**config.mk**
```make
export PLATFORM = sky130hd
export DESIGN_NAME = alu_arbiter_8
export DESIGN_NICKNAME = d
export VERILOG_FILES = /design/src/rtl/alu_pkg.sv /design/src/rtl/alu_bit_8.sv /design/src/rtl/alu_arbiter_8.sv
export SDC_FILE = /design/constraint.sdc
export NUM_CORES = 1
export LEC_CHECK = 0
export CAP_MARGIN = 5
export CORE_MARGIN = 10
export CORE_UTILIZATION = 30
export CTS_BUF_LIST = sky130_fd_sc_hd__clkbuf_8
export DETAILED_ROUTE_END_ITERATION = 12
export MAX_ROUTING_LAYER = met4
export PLACE_DENSITY = 0.53
export SETUP_SLACK_MARGIN = 0.05
export SYNTH_ARGS = -nofsm -noshare
export SYNTH_HDL_FRONTEND = slang
export SYNTH_SLANG_ARGS = --single-unit
```
**constraint.sdc**
```tcl
create_clock -name Clock -period 4.9 [get_ports Clock]
set_input_delay 0.98 -clock Clock [delete_from_list [all_inputs] [get_ports Clock]]
set_output_delay 0.98 -clock Clock [all_outputs]
set_load 0.03 [all_outputs]
```
**src/rtl/alu_pkg.sv**
```systemverilog
// Shared definitions for the two-requester ALU arbiter: opcodes, FSM encoding
// and the result width.
package alu_pkg;

  localparam int RES_W = 16;

  localparam logic [2:0] OP_ADD = 3'd0;
  localparam logic [2:0] OP_SUB = 3'd1;
  localparam logic [2:0] OP_MUL = 3'd2;
  localparam logic [2:0] OP_SHL = 3'd3;
  localparam logic [2:0] OP_SHR = 3'd4;
  localparam logic [2:0] OP_AND = 3'd5;
  localparam logic [2:0] OP_OR  = 3'd6;
  localparam logic [2:0] OP_XOR = 3'd7;

  typedef enum logic [1:0] {
    IDLE = 2'd0,
    EXEC = 2'd1,
    RESP = 2'd2
  } state_t;

endpackage

```
**src/rtl/alu_bit_8.sv**
```systemverilog
// Combinational 8-bit ALU with a 16-bit result; operands are zero-extended
// and shifts only look at the low three bits of b.
module ALU_bit_8
  import alu_pkg::*;
(
  input  logic [7:0]       a,
  input  logic [7:0]       b,
  input  logic [2:0]       op,
  output logic [RES_W-1:0] result
);

  logic [RES_W-1:0] a_ext;
  logic [RES_W-1:0] b_ext;

  assign a_ext = {8'h00, a};
  assign b_ext = {8'h00, b};

  // Opcode decode; the 16-bit width makes subtraction wrap naturally.
  always_comb begin
    result = 16'h0000;
    case (op)
      OP_ADD:  result = a_ext + b_ext;
      OP_SUB:  result = a_ext - b_ext;
      OP_MUL:  result = a_ext * b_ext;
      OP_SHL:  result = a_ext << b[2:0];
      OP_SHR:  result = a_ext >> b[2:0];
      OP_AND:  result = a_ext & b_ext;
      OP_OR:   result = a_ext | b_ext;
      OP_XOR:  result = a_ext ^ b_ext;
      default: result = 16'h0000;
    endcase
  end

endmodule

```
**src/rtl/alu_arbiter_8.sv**
```systemverilog
// Round-robin arbiter sharing one ALU_bit_8 between two requesters, with a
// captured command, optional multiply stall and a held response channel.
module alu_arbiter_8
  import alu_pkg::*;
#(
  parameter int unsigned MUL_STALL = 1
) (
  input  logic             Clock,
  input  logic             Reset,
  input  logic             Req0Valid,
  output logic             Req0Ready,
  input  logic [7:0]       Req0A,
  input  logic [7:0]       Req0B,
  input  logic [2:0]       Req0Op,
  input  logic             Req1Valid,
  output logic             Req1Ready,
  input  logic [7:0]       Req1A,
  input  logic [7:0]       Req1B,
  input  logic [2:0]       Req1Op,
  output logic             RspValid,
  input  logic             RspReady,
  output logic [RES_W-1:0] RspData,
  output logic             RspId,
  output logic             Busy
);

  localparam logic [2:0] STALL_LOAD = 3'(MUL_STALL);

  state_t           state;
  state_t           state_next;
  logic             ptr;
  logic             win_any;
  logic             win_id;
  logic [7:0]       cmd_a;
  logic [7:0]       cmd_b;
  logic [2:0]       cmd_op;
  logic             cmd_id;
  logic [2:0]       stall_cnt;
  logic [RES_W-1:0] alu_result;

  // The ALU only ever sees the captured command, never live requester inputs.
  ALU_bit_8 u_alu (
    .a      (cmd_a),
    .b      (cmd_b),
    .op     (cmd_op),
    .result (alu_result)
  );

  // Arbitration: a lone requester wins; on contention the pointer decides.
  always_comb begin
    win_any = Req0Valid | Req1Valid;
    if (Req0Valid && Req1Valid) begin
      win_id = ptr;
    end else if (Req1Valid) begin
      win_id = 1'b1;
    end else begin
      win_id = 1'b0;
    end
  end

  // State register.
  always_ff @(posedge Clock) begin
    if (Reset) begin
      state <= IDLE;
    end else begin
      state <= state_next;
    end
  end

  // Next-state logic.
  always_comb begin
    state_next = state;
    case (state)
      IDLE: begin
        if (win_any) state_next = EXEC;
        else         state_next = IDLE;
      end
      EXEC: begin
        if (stall_cnt == 3'd0) state_next = RESP;
        else                   state_next = EXEC;
      end
      RESP: begin
        if (RspReady) state_next = IDLE;
        else          state_next = RESP;
      end
      default: state_next = IDLE;
    endcase
  end

  // Output decode; Ready is only offered to the winner while idle.
  always_comb begin
    Req0Ready = (state == IDLE) && win_any && (win_id == 1'b0);
    Req1Ready = (state == IDLE) && win_any && (win_id == 1'b1);
    RspValid  = (state == RESP);
    Busy      = (state != IDLE);
  end

  // Command capture, stall countdown, result register and pointer update.
  always_ff @(posedge Clock) begin
    if (Reset) begin
      ptr       <= 1'b0;
      cmd_a     <= 8'h00;
      cmd_b     <= 8'h00;
      cmd_op    <= 3'd0;
      cmd_id    <= 1'b0;
      stall_cnt <= 3'd0;
      RspData   <= 16'h0000;
      RspId     <= 1'b0;
    end else begin
      case (state)
        IDLE: begin
          if (win_any) begin
            cmd_a     <= win_id ? Req1A : Req0A;
            cmd_b     <= win_id ? Req1B : Req0B;
            cmd_op    <= win_id ? Req1Op : Req0Op;
            cmd_id    <= win_id;
            stall_cnt <= ((win_id ? Req1Op : Req0Op) == OP_MUL) ? STALL_LOAD : 3'd0;
          end
        end
        EXEC: begin
          if (stall_cnt != 3'd0) begin
            stall_cnt <= stall_cnt - 3'd1;
          end else begin
            RspData <= alu_result;
            RspId   <= cmd_id;
          end
        end
        RESP: begin
          if (RspReady) ptr <= ~cmd_id;
        end
        default: ;
      endcase
    end
  end

endmodule

```
== Word-level counts from Yosys, hierarchy flattened ==
Index checks and enable logic that the tools add are counted.

* Add/subtract/negate cells: 3
* $mul: 1
* Equality and inequality tests: 12
* Shift-type cells: 2
* Multiplexer cells: 14
* Bitwise operators: 7
* Reduce and logical (&&, ||, !) cells: 14

{| class="wikitable"
|+ Operators by type and width
! cell !! count
|-
| 16-bit case mux with 8 select lines || 1
|-
| 8-bit by 8-bit multiplier with 16-bit output || 1
|-
| 8-bit two-way mux || 2
|-
| 8-bit by 3-bit left shift with 16-bit output || 1
|-
| 8-bit by 3-bit right shift with 16-bit output || 1
|-
| 3-bit == test (second input constant) || 4
|-
| 8-bit by 8-bit adder with 9-bit output || 1
|-
| 3-bit by 2-bit == test with 1-bit output (second input constant) || 3
|-
| 3-bit two-way mux || 3
|-
| 8-bit by 8-bit subtractor with 9-bit output || 1
|-
| 8-bit bitwise AND || 1
|-
| 8-bit OR || 1
|-
| 8-bit bitwise XOR || 1
|-
| 3-bit zero test || 2
|-
| 2-bit case mux with 3 select lines || 1
|-
| 3-bit case mux with 2 select lines || 1
|-
| 2-bit AND reduction || 3
|-
| 1-bit logical AND || 4
|-
| 1-bit two-way mux || 4
|-
| 2-bit two-way mux || 2
|-
| 2-bit != test (second input constant) || 2
|-
| 2-bit nonzero test || 2
|-
| 3-bit by 1-bit == test with 1-bit output (second input constant) || 1
|-
| 1-bit NOT || 3
|-
| 7 further kinds || 7
|}

* Flip-flop bits (word level): 43
* Input bits: 43
* Output and inout bits: 21

== Depth between registers and ports, before layout ==
* Depth in word-level cells: 7
* Depth in mapped cells: 17
* Mapped depth without buffers: 17

== Hierarchy ==
From an unflattened synthesis, not the netlist that was laid out.

* Cell total of the unflattened synthesis: 707
* Area, all modules: 5547.8 µm²

{| class="wikitable"
|+ By module, submodules not included
! module !! instances !! cells an instance !! area an instance (µm²)
|-
| ALU_bit_8 || 1 || 499 || 3803.6
|-
| alu_arbiter_8 || 1 || 208 || 1744.2
|}

== Least setup slack after synthesis ==
OpenSTA, ideal clock, no wires.

* Kind: register to register
* Start point: reg cmd_b[2]
* End point: reg RspData[15]
* Data arrival time: 4.306 ns
* Slack: 0.471 ns
* Cell stages (with the launch flop): 18
* Buffers on the path: 2
* Path through: dfxtp_1 > clkbuf_1 > inv_1 > clkbuf_1 > nor2_1 > fa_1 > fa_1 > fa_1 > inv_1 > fa_1 > inv_1 > ha_1 > inv_1 > o22ai_1 > nor2_1 > o31ai_1 > mux2i_1 > nand3_1

* Word-level cells in the longest chain between the ends: 2
* Elaborated cells on any way between the ends: 5
* Those cells by class: add/sub (1); mul (1); shift (2); mux (1)

{| class="wikitable"
|+ Ends and longest elaborated chain
! what !! line !! text
|-
| start, declared || alu_arbiter_8.sv:35 || <nowiki>logic [7:0] cmd_b;</nowiki>
|-
| start signal, assigned || alu_arbiter_8.sv:114 || <nowiki>cmd_b <= win_id ? Req1B : Req0B;</nowiki>
|-
| 8-bit by 8-bit multiplier with 16-bit output, or another cell as far along || alu_bit_8.sv:24 || <nowiki>OP_MUL: result = a_ext * b_ext;</nowiki>
|-
| 16-bit case mux with 8 select lines (*) || alu_bit_8.sv:21 || <nowiki>case (op)</nowiki>
|-
| end signal, assigned || alu_arbiter_8.sv:124 || <nowiki>RspData <= alu_result;</nowiki>
|-
| end, declared || alu_arbiter_8.sv:22 || <nowiki>output logic [RES_W-1:0] RspData,</nowiki>
|}

Every way passes the cells marked *; elsewhere a longest branch is shown, timed or not.
A chain may end at the register's enable or synchronous reset.

== Worst setup path in the final report ==
* Start point: reg cmd_a[3]
* End point: reg RspData[15]

* Word-level cells in the longest chain between the ends: 2
* Elaborated cells on any way between the ends: 5
* Those cells by class: add/sub (1); mul (1); shift (2); mux (1)

{| class="wikitable"
|+ Ends and longest elaborated chain
! what !! line !! text
|-
| start, declared || alu_arbiter_8.sv:34 || <nowiki>logic [7:0] cmd_a;</nowiki>
|-
| start signal, assigned || alu_arbiter_8.sv:113 || <nowiki>cmd_a <= win_id ? Req1A : Req0A;</nowiki>
|-
| 8-bit by 8-bit multiplier with 16-bit output, or another cell as far along || alu_bit_8.sv:24 ||
|-
| 16-bit case mux with 8 select lines (*) || alu_bit_8.sv:21 ||
|}

Marked as above.

==> metrics.md <==
| Metric | Value |
|---|---|
| Status | `completed` |
| Number of different library cells in the post-synthesis netlist | `just under 60` |
| Post-DP HPWL | `15,000 µm` |
| Largest fanout of any net on the critical path | `13` |
| Overall routing resource usage | `between 10% and 20%` |
| Placed insts | `971` |
| TritonCTS Buffers | `5` |
| Buffer depth of the longest clock path | `2` |
| Part of the cycle the worst path needs | `91.5%` |
| Setup repair after global routing missed its margin | `no` |
| Routed via count | `5,189` |
| Final instance area | `roughly 6600 µm²` |
| Post-CTS Setup Inserts | `0` |
| H-tree levels | `2` |
| Static leakage | `2.76 nW` |
| Number of I/O port buffers | `63` |
| Grt ovf | `0` |
| Top-Level Pins | `between 60 and 70` |
| Total detailed-routing wirelength | `18,400 µm` |
| Count of final setup violators | `0` |
| Router iterations before antenna repair | `7` |
| Number of global-route vias before repair | `5,212` |
| Horizontal die dimension | `156 µm` |
| Final weighted congestion in routability-driven placement | `0.965` |
| Worst Skew | `0.0166 ns` |
| Layout cells sized above 1 | `7.60%` |
| Iteration-0 DRC count of the detailed router | `528` |
| Worst Max-Slew Pin Slew | `0.843 ns` |
| Fraction of registers with async set/reset | `0%` |
| Skew-Pair Late Insertion Delay | `about 0.31 ns` |
| Antenna violations before repair | `0` |
| Share of the yosys chip area belonging to registers | `about 16%` |
| Synthesized instance count | `between 600 and 700` |
| Count of placed standard cells in the final layout, fillers left out | `979` |
| Summed instance area of the synthesized netlist | `5540 µm²` |
| Area added between synthesis and finish | `18.5%` |
| Core ar. | `roughly 18,000 µm²` |
| First-pass GRT wire length | `29,700 µm` |
| Final Hold Violating Endpoints | `0` |
| CTS sink count | `43` |
| Synth warn | `0` |
| Flip-flop cell with the highest count after synthesis | `sky130_fd_sc_hd__dfxtp_1` |
| Crit start category | `flop` |
| Setup TNS Final | `0 ns` |
| IR Drop Worst-Case VDD | `127 µV` |
| Remaining DRCs | `0` |
| Slowest cell delay on critical path | `0.54 ns` |
| Achievable frequency | `0.223 GHz` |
| Number of nets in the synthesized netlist | `837` |
| Critical Path, Cell by Cell | `inv_1 -> nor2_1 -> fa_1 -> fa_1 -> fa_1 -> inv_1 -> fa_1 -> inv_1 -> ha_1 -> inv_1 -> o22ai_1 -> nor2_1 -> o31ai_1 -> mux2i_1 -> nand3_1` |
| Count of nets after finishing | `approximately 890` |
| Classification of the worst-slack hold path | `reg2reg` |
| Routed via count divided by cell count | `5.30` |
| Antenna Nets Post-Route | `0` |
| Clock period minus final worst setup slack | `roughly 4.5 ns` |
| Clock transition at the registers of the reported paths | `0.10 ns` |
| Synth Area per Inst | `7.99 µm²` |
| Slew Limit Fails | `0` |
| Number of maximum-capacitance violations | `0` |
| Master cell of the clock root buffer | `sky130_fd_sc_hd__clkbuf_8` |
| Starting Density | `30.6%` |
| Worst path setup slack after routing | `roughly 0.42 ns` |
| Total power | `approximately 1.5 mW` |
| CP top delay family | `adder cells` |
| Crit path capture type | `flop` |
| Number of synthesized flops with an enable pin | `0` |
| Antenna diode instance count | `0` |
| Max-slew headroom at the worst pin | `43.7%` |
| Maximum number of pins on one net before global-route repair | `29` |
| Area after DPL | `6450 µm²` |
| Die Outline Area | `24,300 µm²` |
| Number of rows created at floorplan | `49` |
| Worst slack at placement | `0.225 ns` |
| Kind of critical path | `reg2reg` |
| Critical path buffer and inverter count | `4` |
| Overall die height | `156 µm` |
| Total power density per cell area | `roughly 230 nW/µm²` |
| Req. time, crit path | `5.11 ns` |
| Standard cell with the maximum stage delay on the critical path | `sky130_fd_sc_hd__fa_1` |
| Arrival @ worst endpoint | `4.69 ns` |
| Detailed-route wire length per cell | `18.8 µm` |
| CTS tree | `yes` |
| Flop and latch count out of synthesis | `43` |
-- layout make-up --
| type | count | area, µm² |
|---|---|---|
| Clock inverter | 1 | 7.51 |
| Multi-Input combinational cell | 527 | 4190 |
| Tap cell | 229 | 287 |
| Inverter | 88 | 330 |
| Timing Repair Buffer | 84 | 788 |
| Fill cell | 1898 | 11500 |
| Sequential cell | 43 | 862 |
| Clock buffer | 7 | 96.3 |
-- cells by family (layout without fill, tap and decap cells) --
family | Yosys count | in the layout | synth area share [%]
compound gates | 158 | 158 | 19.5
fa+ha+maj | 101 | 101 | 28.0
flops | 43 | 43 | 15.5
buf+inv | 123 | 180 | 8.79
mux | 31 | 31 | 7.82
simple gates | 221 | 221 | 17.8
xor+xnor | 16 | 16 | 2.53
-- stage by stage --
step	hold WS (ns)	utilization [%]
2_1_floorplan	0.436	-
3_3_place_gp	0.442	35.7
3_5_place_dp	0.448	35.7
4_1_cts	0.463	36.3
5_1_grt	0.482	36.3
6_report	0.459	36.3
-- metal layers --
metal,track usage (%),share of wire [%]
met1,21.7,48
met2,23.3,44
met3,3.83,7.5
met4,2.29,0.87
met5,-,0
-- where the power goes --
part           internal (mW)  total, mW  switching, mW
Clock                  0.128      0.261          0.133
Combinational          0.329      0.820          0.492
Sequential             0.387      0.440         0.0535
-- sequential cells by signal, indices dropped and copies added, names as in the netlist --
| register | count |
|---|---|
| RspData | 16 |
| cmd_op | 3 |
| stall_cnt | 3 |
| RspId | 1 |
| ptr | 1 |
| state | 2 |
| cmd_id | 1 |
| cmd_b | 8 |
| cmd_a | 8 |
-- synth_stat cells (6+ instances only) --
cell type / number / area share (%)
sky130_fd_sc_hd__mux2i_1: 14 / 2.5
sky130_fd_sc_hd__a222oi_1: 16 / 2.9
sky130_fd_sc_hd__o21ai_0: 33 / 3.0
sky130_fd_sc_hd__a211oi_1: 9 / 1.2
sky130_fd_sc_hd__fa_1: 38 / 14
sky130_fd_sc_hd__nand2b_1: 6 / 0.68
sky130_fd_sc_hd__a21oi_1: 33 / 3.0
sky130_fd_sc_hd__a31oi_1: 6 / 0.68
sky130_fd_sc_hd__xnor2_1: 11 / 1.7
sky130_fd_sc_hd__clkbuf_1: 19 / 1.3
sky130_fd_sc_hd__mux2_2: 8 / 1.6
sky130_fd_sc_hd__mux4_2: 9 / 3.7
sky130_fd_sc_hd__nor3b_1: 7 / 0.95
sky130_fd_sc_hd__ha_1: 63 / 14
sky130_fd_sc_hd__nand3_1: 9 / 0.81
sky130_fd_sc_hd__buf_2: 10 / 0.90
sky130_fd_sc_hd__o211ai_1: 13 / 1.8
sky130_fd_sc_hd__dfxtp_1: 43 / 16
sky130_fd_sc_hd__nor2_1: 118 / 8.0
sky130_fd_sc_hd__inv_1: 85 / 5.8
sky130_fd_sc_hd__nand2_1: 44 / 3.0
-- path summary, 6_finish.rpt --
path	endpoint	cells after the start	slack, ns	startpoint
worst min register to register	RspData[1]	2	0.46	RspData[1]
worst max register to register	RspData[15]	15	0.42	cmd_a[3]
worst min-delay path	RspData[1]	2	0.46	RspData[1]
worst max-delay path	RspData[15]	15	0.42	cmd_a[3]
-- worst min-delay path, stage by stage (launching register included) --
cell and delay [ns]:
sky130_fd_sc_hd__dfxtp_1 0.31, sky130_fd_sc_hd__nand2_1 0.05, sky130_fd_sc_hd__a21oi_1 0.05
-- layout by cell type, fill, tap and decap left out, types with 14 or more instances in the layout --
master                            count
sky130_fd_sc_hd__a21oi_1             33
sky130_fd_sc_hd__a222oi_1            16
sky130_fd_sc_hd__buf_4               21
sky130_fd_sc_hd__clkdlybuf4s50_1     63
sky130_fd_sc_hd__dfxtp_1             42
sky130_fd_sc_hd__fa_1                38
sky130_fd_sc_hd__ha_1                62
sky130_fd_sc_hd__inv_1               85
sky130_fd_sc_hd__mux2i_1             14
sky130_fd_sc_hd__nand2_1             44
sky130_fd_sc_hd__nor2_1             118
sky130_fd_sc_hd__o21ai_0             33
-- repair_timing --
item,CTS,global route
resized for setup,0,2
endpoints found under the setup margin,0,6
hold buffers,0,0
No activity file was read; power rests on OpenSTA's default activity.
